## config.mk

```make
export PLATFORM = sky130hd
export DESIGN_NAME = pipeline_hazard_ctrl
export DESIGN_NICKNAME = d
export VERILOG_FILES = /design/src/rtl/pipeline_ctrl_pkg.sv /design/src/rtl/load_use_detect.sv /design/src/rtl/pipeline_hazard_ctrl.sv
export SDC_FILE = /design/constraint.sdc
export NUM_CORES = 1
export LEC_CHECK = 0
export ABC_AREA = 0
export CAP_MARGIN = 10
export CORE_MARGIN = 1
export CORE_UTILIZATION = 42
export DETAILED_ROUTE_END_ITERATION = 10
export PLACE_DENSITY_LB_ADDON = 0.08
export SYNTH_ARGS = -nofsm -noshare
export SYNTH_HDL_FRONTEND = slang
export SYNTH_SLANG_ARGS = --single-unit
```

## constraint.sdc

```tcl
create_clock -name clk -period 5.5 [get_ports clk]
set_input_delay 0.55 -clock clk [delete_from_list [all_inputs] [get_ports clk]]
set_output_delay 0.55 -clock clk [all_outputs]
set_load 0.05 [all_outputs]
```

## src/rtl/pipeline_ctrl_pkg.sv

```systemverilog
// ---------------------------------------------------------------------------
// pipeline_ctrl_pkg
//   Shared types and constants for the 16-bit 5-stage pipeline control path.
//   - ctrl_state_t : sequencer states (RUN, MEM_WAIT, ERROR)
//   - REG_ADDR_W   : register-file address width
//   - pipe_ctrl_t  : bundle of PC / pipeline-register enables and flushes
//   - CTRL_BUBBLE  : all-zero control word. A flushed pipeline register
//                    loads this as its control field. It is also the
//                    "everything off" drive used in reset and ERROR.
// ---------------------------------------------------------------------------
package pipeline_ctrl_pkg;

  localparam int REG_ADDR_W = 4;

  typedef enum logic [1:0] {
    RUN      = 2'd0,
    MEM_WAIT = 2'd1,
    ERROR    = 2'd2
  } ctrl_state_t;

  typedef struct packed {
    logic pc_en;
    logic ifid_en;
    logic idex_en;
    logic exmem_en;
    logic memwb_en;
    logic ifid_flush;
    logic idex_flush;
    logic memwb_flush;
  } pipe_ctrl_t;

  // Bubble: no enables, no flushes, all control bits zero.
  localparam pipe_ctrl_t CTRL_BUBBLE = '{
    pc_en: 1'b0, ifid_en: 1'b0, idex_en: 1'b0, exmem_en: 1'b0, memwb_en: 1'b0,
    ifid_flush: 1'b0, idex_flush: 1'b0, memwb_flush: 1'b0
  };

  // Normal flow: every stage advances, nothing is squashed.
  localparam pipe_ctrl_t CTRL_ADVANCE = '{
    pc_en: 1'b1, ifid_en: 1'b1, idex_en: 1'b1, exmem_en: 1'b1, memwb_en: 1'b1,
    ifid_flush: 1'b0, idex_flush: 1'b0, memwb_flush: 1'b0
  };

  // Memory freeze: the whole pipe holds while MEM/WB receives a bubble, so
  // the stalled access is not written back more than once.
  localparam pipe_ctrl_t CTRL_FREEZE = '{
    pc_en: 1'b0, ifid_en: 1'b0, idex_en: 1'b0, exmem_en: 1'b0, memwb_en: 1'b0,
    ifid_flush: 1'b0, idex_flush: 1'b0, memwb_flush: 1'b1
  };

endpackage

```

## src/rtl/load_use_detect.sv

```systemverilog
// ---------------------------------------------------------------------------
// load_use_detect
//   Combinational load-use hazard comparator. Flags when the instruction in
//   ID reads a register that the load currently in ID/EX will write.
//   Register 0 gets no special treatment.
// Ports:
//   id_rs1, id_rs2         in  source register addresses of the ID instruction
//   id_uses_rs1/rs2        in  the corresponding operand is actually read
//   idex_mem_read          in  ID/EX instruction is a load
//   idex_write_address     in  destination register of the ID/EX instruction
//   load_use               out hazard present
// ---------------------------------------------------------------------------
module load_use_detect
  import pipeline_ctrl_pkg::*;
(
  input  logic [REG_ADDR_W-1:0] id_rs1,
  input  logic [REG_ADDR_W-1:0] id_rs2,
  input  logic                  id_uses_rs1,
  input  logic                  id_uses_rs2,
  input  logic                  idex_mem_read,
  input  logic [REG_ADDR_W-1:0] idex_write_address,
  output logic                  load_use
);

  logic w_rs1_hit;
  logic w_rs2_hit;

  assign w_rs1_hit = id_uses_rs1 && (id_rs1 == idex_write_address);
  assign w_rs2_hit = id_uses_rs2 && (id_rs2 == idex_write_address);
  assign load_use  = idex_mem_read && (w_rs1_hit || w_rs2_hit);

endmodule

```

## src/rtl/pipeline_hazard_ctrl.sv

```systemverilog
// ---------------------------------------------------------------------------
// pipeline_hazard_ctrl
//   Central stall/flush sequencer for the 5-stage pipeline. Resolves taken
//   branches (flush IF/ID and ID/EX), load-use hazards (one bubble), and
//   multi-cycle data-memory accesses from EX/MEM (full freeze). Declares a
//   sticky bus error if memory does not respond within MEM_TIMEOUT wait
//   cycles, and counts stall cycles (pc_en=0) with saturation.
// Parameters:
//   MEM_TIMEOUT  maximum MEM_WAIT cycles before a bus error
//   CNT_W        stall counter width
// Ports:
//   clk, reset                       clock, synchronous active-high reset
//   id_rs1/rs2, id_uses_rs1/rs2      ID instruction source operands
//   idex_mem_read, idex_write_address  load in ID/EX and its destination
//   ex_branch_taken                  branch resolved taken in EX
//   exmem_mem_read/write             memory operation in EX/MEM
//   dmem_ready                       data memory completes this cycle
//   dmem_req                         request to data memory
//   pc_en, ifid_en, idex_en, exmem_en, memwb_en   register load enables
//   ifid_flush, idex_flush, memwb_flush          bubble-insert controls
//   bus_error                        sticky memory timeout flag
//   stall_cycles                     saturating count of pc_en=0 cycles
// ---------------------------------------------------------------------------
module pipeline_hazard_ctrl
  import pipeline_ctrl_pkg::*;
#(
  parameter int MEM_TIMEOUT = 64,
  parameter int CNT_W       = 16
) (
  input  logic                  clk,
  input  logic                  reset,
  input  logic [REG_ADDR_W-1:0] id_rs1,
  input  logic [REG_ADDR_W-1:0] id_rs2,
  input  logic                  id_uses_rs1,
  input  logic                  id_uses_rs2,
  input  logic                  idex_mem_read,
  input  logic [REG_ADDR_W-1:0] idex_write_address,
  input  logic                  ex_branch_taken,
  input  logic                  exmem_mem_read,
  input  logic                  exmem_mem_write,
  input  logic                  dmem_ready,
  output logic                  dmem_req,
  output logic                  pc_en,
  output logic                  ifid_en,
  output logic                  idex_en,
  output logic                  exmem_en,
  output logic                  memwb_en,
  output logic                  ifid_flush,
  output logic                  idex_flush,
  output logic                  memwb_flush,
  output logic                  bus_error,
  output logic [CNT_W-1:0]      stall_cycles
);

  // The wait counter only has to reach MEM_TIMEOUT-1; the state leaves
  // MEM_WAIT on that value, so it never needs to wrap.
  localparam int WAIT_W = (MEM_TIMEOUT > 1) ? $clog2(MEM_TIMEOUT) : 1;
  localparam logic [WAIT_W-1:0] WAIT_LAST = WAIT_W'(MEM_TIMEOUT - 1);

  ctrl_state_t        r_state;
  ctrl_state_t        w_next_state;
  logic [WAIT_W-1:0]  r_wait_cnt;
  logic               r_bus_error;
  logic [CNT_W-1:0]   r_stall_cycles;

  pipe_ctrl_t         w_ctrl;
  logic               w_dmem_req;
  logic               w_mem_op;
  logic               w_load_use;

  // Branch / load-use / normal priority, used both in RUN and on the
  // cycle a stalled memory access completes.
  function automatic pipe_ctrl_t resolve_hazards(input logic branch_taken,
                                                 input logic load_use);
    pipe_ctrl_t c;
    c = CTRL_ADVANCE;
    if (branch_taken) begin
      // ID is squashed, so any load-use hazard there is irrelevant.
      c.ifid_flush = 1'b1;
      c.idex_flush = 1'b1;
    end else if (load_use) begin
      // Hold PC and IF/ID, push one bubble into ID/EX; the load keeps
      // moving so the dependent instruction can proceed next cycle.
      c.pc_en      = 1'b0;
      c.ifid_en    = 1'b0;
      c.idex_flush = 1'b1;
    end
    return c;
  endfunction

  assign w_mem_op = exmem_mem_read || exmem_mem_write;

  load_use_detect u_load_use_detect (
    .id_rs1             (id_rs1),
    .id_rs2             (id_rs2),
    .id_uses_rs1        (id_uses_rs1),
    .id_uses_rs2        (id_uses_rs2),
    .idex_mem_read      (idex_mem_read),
    .idex_write_address (idex_write_address),
    .load_use           (w_load_use)
  );

  // Next-state and output decode
  always_comb begin
    w_next_state = r_state;
    w_ctrl       = CTRL_BUBBLE;
    w_dmem_req   = 1'b0;

    if (reset) begin
      // Outputs held off; any outstanding access is abandoned.
      w_next_state = RUN;
    end else begin
      case (r_state)
        RUN: begin
          w_dmem_req = w_mem_op;
          if (w_mem_op && !dmem_ready) begin
            w_ctrl       = CTRL_FREEZE;
            w_next_state = MEM_WAIT;
          end else begin
            w_ctrl = resolve_hazards(ex_branch_taken, w_load_use);
          end
        end

        MEM_WAIT: begin
          w_dmem_req = 1'b1;
          if (dmem_ready) begin
            w_ctrl       = resolve_hazards(ex_branch_taken, w_load_use);
            w_next_state = RUN;
          end else begin
            w_ctrl = CTRL_FREEZE;
            if (r_wait_cnt == WAIT_LAST) begin
              w_next_state = ERROR;
            end
          end
        end

        ERROR: begin
          w_ctrl = CTRL_BUBBLE;
        end

        default: begin
          w_next_state = RUN;
        end
      endcase
    end
  end

  // State, wait counter, error flag and stall counter
  always_ff @(posedge clk) begin
    if (reset) begin
      r_state        <= RUN;
      r_wait_cnt     <= '0;
      r_bus_error    <= 1'b0;
      r_stall_cycles <= '0;
    end else begin
      r_state <= w_next_state;

      // Held at zero outside MEM_WAIT, so every entry starts counting at 0.
      if (r_state == MEM_WAIT) begin
        r_wait_cnt <= r_wait_cnt + 1'b1;
      end else begin
        r_wait_cnt <= '0;
      end

      if (w_next_state == ERROR) begin
        r_bus_error <= 1'b1;
      end

      if (!w_ctrl.pc_en && (r_stall_cycles != {CNT_W{1'b1}})) begin
        r_stall_cycles <= r_stall_cycles + 1'b1;
      end
    end
  end

  assign dmem_req     = w_dmem_req;
  assign pc_en        = w_ctrl.pc_en;
  assign ifid_en      = w_ctrl.ifid_en;
  assign idex_en      = w_ctrl.idex_en;
  assign exmem_en     = w_ctrl.exmem_en;
  assign memwb_en     = w_ctrl.memwb_en;
  assign ifid_flush   = w_ctrl.ifid_flush;
  assign idex_flush   = w_ctrl.idex_flush;
  assign memwb_flush  = w_ctrl.memwb_flush;
  assign bus_error    = r_bus_error;
  assign stall_cycles = r_stall_cycles;

endmodule

```

==> results.txt, run 1 <==
Final min period: 3.87 ns
Register area: 500 µm²
Final worst path period share: 0.704
Synthesized net count: 180
Post-Synth Adder-Cell Area: 0.0190
# port buffers: 46
Nets@finish: 223
WL final: 2910 µm
Fraction of synthesized area in multiplexers: 0
Post-CTS setup buffer count: 0
CP endpoint kind: output port
Final setup skew: 0.0150 ns
Ys flop type: dfxtp_1
CTS Buf Count: 3
Htree depth: 1
DRC Markers: 2
RSZ-0062 raised after global routing: false
Warnings from Yosys: 0
Core area: 2880 µm²
Netlist Area Pre-Place: 1320 µm²
Multi-input logic area: 743 µm²
Cell taking the most area after synthesis: dfxtp_1
Largest family of logic cells by synthesized area: simple AND/OR/NAND/NOR gates
Worst Setup Start Kind: primary input
Final count of pins violating max slew: 0
Post-layout util: 0.629
Area contributors post-synth: dfxtp_1 (38%), xnor2_1 (6.6%), a21oi_1 (6.4%)
CTS root buf: clkbuf_4
P&R area growth vs syn: 37.1%
Clk_lat worst skew: 0.32 ns
Max clock buf depth: 2
Die X-Extent: 58.1 µm
CTS Hold Bufs: 0
Most frequent cells after synthesis: dfxtp_1 (25), a21oi_1 (17), nand3_1 (13)
GRT Total Usage: 0.181
VDD IR max: 0.000138 V
Setup TNS: 0 ns
Slew @ Worst Pin: 0.810 ns
Vias in the first global route: 1,168
Resize count post-CTS: 0
Synth unique cells: 37
Lkg Pwr: 0.597 nW
CP Data Required Time: 4.95 ns
CP max FO: 22
Post-DP HPWL: 2240 µm
Pwr Density: 195 nW/µm²
Final setup viols: 0
Final hold slack: 0.478 ns
Max-slew headroom: 0.460
Non-Filler Instances: 241
Most frequent cell after synthesis: dfxtp_1
Hold Path Class: reg -> reg
Status: finished with violations
First-pass GRT wire length: 4810 µm
Max Freq: 258 MHz
Largest net degree at the start of global routing: 25
Synth Area per Inst: 8.41 µm²
Row cnt: 19
Cells after DPL: 237
CP Data Arrival Time: 3.32 ns
Max-Cap Viols: 0
ANT cells: 0
Post-synthesis xor/xnor area fraction: 0.0863
Final estimated routing congestion in global placement: 0.799
Synth top area share: 0.379
Clock-pin slew on the worst setup and hold paths: 0.15 ns
HP Start: bus_error
Final-report hold violation count: 0
Initial antenna violation count: 0
Total number of vias: 1,280
Failing checks: design-rule violations
Total grt overflow: 0
Layout cell share with drive strength beyond 1: 0.0603
Vias per inst: 5.31
Kind of critical path: in -> out
Full die area: 3370 µm²
Sink Count: 25
Compound-gate portion of the synthesized area: 0.184
CTS tree: built
Sequential share of the synthesized area: 0.379
Die Ht: 58.1 µm
EDFF count, synth: 0
Top Ports: 47
Routed WL per cell: 12.1 µm
Remaining antenna violation count: 0
FILL cells: 273
Initial Utilization: 0.459
Launching point of the worst reg2reg path: r_state[0]
Critical path origin: reset
Syn Inst Count: 157
Synth Area in Simple Gates: 0.274
Initial DRC Count: 56
Yosys reg bits: 25
Ys async rst share: 0
Drt pass-1 iters: 7
## registers in the layout, indices dropped and copies added, names as in the netlist
signal,cells
bus_error,1
r_state,2
r_wait_cnt,6
stall_cycles,16
## cells in the final DEF (no fill, tap or decap), types with 6 or more instances in the layout
cell type / synthesis / routed
or4_1: 6 / 6
dfxtp_1: 25 / 25
a21oi_1: 17 / 17
o31ai_1: 6 / 6
inv_1: 6 / 6
clkdlybuf4s50_1: 0 / 46
xnor2_1: 10 / 10
nand3_1: 13 / 13
nor2_1: 10 / 10
nand2_1: 11 / 11
## cell type report
class / instances / area share
Tap cell: 42 / 0.0290
Multi-Input combinational cell: 118 / 0.411
Clock buffer: 3 / 0.0124
Inverter: 6 / 0.0124
Timing Repair Buffer: 46 / 0.254
Clock inverter: 1 / 0.00415
Sequential cell: 25 / 0.277
## power breakdown
part	internal, mW	switching [mW]
Clock	0.0278	0.0563
Combinational	0.0344	0.0468
Sequential	0.184	0.00381
Total	0.246	0.107
## stage by stage
stage | cell area, µm² | power [mW] | setup slack, ns
after detailed placement | 1780 | 0.273 | 1.65
after CTS | 1810 | 0.358 | 1.65
after global placement | 1780 | 0.272 | 1.71
after global routing | 1810 | 0.372 | 1.50
after floorplan | 1320 | 0.243 | 2.56
final | 1810 | 0.353 | 1.63
## layer usage
metal	vias to the layer above	track usage	routed length [µm]
met5	-	0	0
met4	0	0.0714	17
met3	2	0.0335	143
met2	39	0.327	1480
met1	584	0.211	1270
li1	655	-	-
## cell families after synthesis
group | after synthesis
simple gates | 65
compound gates | 38
flops | 25
buf+inv | 14
xor+xnor | 13
fa+ha+maj | 2
## worst max-delay path, stage by stage
cell             delay, ns
clkdlybuf4s50_1       0.81
nor2_1                0.35
o21a_1                0.31
o31ai_4               0.12
or2_2                 0.31
inv_1                 0.08
clkdlybuf4s50_1       0.80
## final timing paths
path / to / slack (ns) / cells past startpoint
hold / removal: bus_error / 0.48 / 2
setup / recovery: pc_en / 1.63 / 7
hold reg to reg: bus_error / 0.48 / 2
setup reg to reg: stall_cycles[10] / 3.41 / 6
No activity file was read; power rests on OpenSTA's default activity.
==> inputs of run 2 (changes only) <==
- CORE_UTILIZATION: 42 -> 40
- clock period: 5.5 -> 3.3 ns (I/O delays scaled with it)
==> results.txt, run 2 (synthesis gave the netlist of run 1 again) <==
Final count of pins violating max slew: 0
CTS Hold Bufs: 0
CTS tree: built
FILL cells: 320
Top Ports: 47
Kind of critical path: in -> out
Met3 GRT Util: 0.0437
Post-layout util: 0.593
Largest net degree at the start of global routing: 25
Final setup skew: 0.00130 ns
P&R area growth vs syn: 39.3%
Clock-pin slew on the worst setup and hold paths: 0.14 ns
Final setup viols: 0
Launching point of the worst reg2reg path: r_state[0]
Number of flip-flops in the largest register: 16
Max-Cap Viols: 0
CTS root buf: clkbuf_4
Most common library cell in the layout ignoring fill and taps: clkdlybuf4s50_1
Drt pass-1 iters: 4
Die X-Extent: 59.4 µm
Slew @ Worst Pin: 0.835 ns
Final worst path period share: 0.793
Sink Count: 25
Status: completed
Max Freq: 382 MHz
CP endpoint kind: output port
# port buffers: 46
Total number of vias: 1,264
Final min period: 2.62 ns
Hold Path Class: reg -> reg
Pwr Density: 324 nW/µm²
Vias in the first global route: 1,191
RSZ-0062 raised after global routing: false
Met1 usage in global routing: 0.209
Routed WL per cell: 11.9 µm
Total grt overflow: 0
CTS Buf Count: 3
First-pass GRT wire length: 4930 µm
Reg2Reg Setup Slack: 1.19 ns
Grt met2 use: 0.321
Initial DRC Count: 64
CP max FO: 2
Clk_lat worst skew: 0.32 ns
CP Data Required Time: 2.97 ns
Resize count post-CTS: 0
Initial antenna violation count: 0
Htree depth: 1
DRC Markers: 0
Max clock buf depth: 2
Setup TNS: 0 ns
Nets@finish: 224
Remaining antenna violation count: 0
Final-report hold violation count: 0
Total power: 0.595 mW
Hold Path Sink: bus_error
Max-slew headroom: 0.443
Layout cell share with drive strength beyond 1: 0.0750
Final hold slack: 0.468 ns
Non-Filler Instances: 244
Post-CTS setup buffer count: 0
ANT cells: 0
Post-DP HPWL: 2240 µm
Hold depth: 2
Final estimated routing congestion in global placement: 0.769
HP Start: bus_error
VDD IR max: 0.000176 V
Die Ht: 59.4 µm
Full die area: 3530 µm²
Gr busiest metal: met2
GRT Total Usage: 0.183
Vias per inst: 5.18
Lkg Pwr: 0.613 nW
R2R depth: 6
Worst R2R End: stall_cycles[4]
Most frequent cells in the layout: clkdlybuf4s50_1 (44), dfxtp_1 (25), a21oi_1 (17)
CP Data Arrival Time: 2.29 ns
Row cnt: 20
Cells after DPL: 240
Core area: 3100 µm²
Initial Utilization: 0.425
Worst Setup Start Kind: primary input
WL final: 2900 µm
run 2: worst max-delay path by stage:
stage / startpoint / end / slack (ns) / cells after the start
floorplan: r_state[0] / pc_en / 0.78 / 6
global placement: idex_write_address[3] / idex_flush / 0.71 / 7
detailed placement: idex_write_address[2] / idex_flush / 0.69 / 7
CTS: idex_write_address[2] / idex_flush / 0.68 / 7
global route: idex_write_address[2] / idex_flush / 0.54 / 7
finish: idex_write_address[2] / idex_flush / 0.68 / 7
run 2: stage by stage:
step                cell area [µm²]  setup slack (ns)
finish                         1840             0.684
global placement               1810             0.709
CTS                            1840             0.676
global route                   1840             0.540
detailed placement             1810             0.694
floorplan                      1320             0.781
run 2: layout make-up:
class,count,area (µm²),share of cell area
tap,44,55.1,0.0299
clock inverter,1,7.51,0.00408
sequential,25,500,0.272
clock buffer,3,22.5,0.0122
multi-input combinational,118,743,0.404
timing repair buffer,47,488,0.265
inverter,6,22.5,0.0122
run 2: where the power goes:
part	total [mW]	internal [mW]	switching, mW
Combinational	0.139	0.0615	0.0780
Sequential	0.314	0.307	0.00652
Clock	0.142	0.0464	0.0956
Total	0.595	0.415	0.180
run 2: metal layers:
layer | vias up | share of wire | wire, µm
met5 | - | 0 | 0
met4 | 0 | 0.014 | 42
met3 | 6 | 0.049 | 141
met2 | 34 | 0.47 | 1350
met1 | 567 | 0.47 | 1370
li1 | 657 | - | -
run 2: worst max-delay path: stages:
cell and delay (ns):
clkdlybuf4s50_1 0.52, xnor2_1 0.13, nand3_1 0.13, o22ai_1 0.18, a21oi_1 0.08, nor2b_1 0.11, clkdlybuf4s50_1 0.80
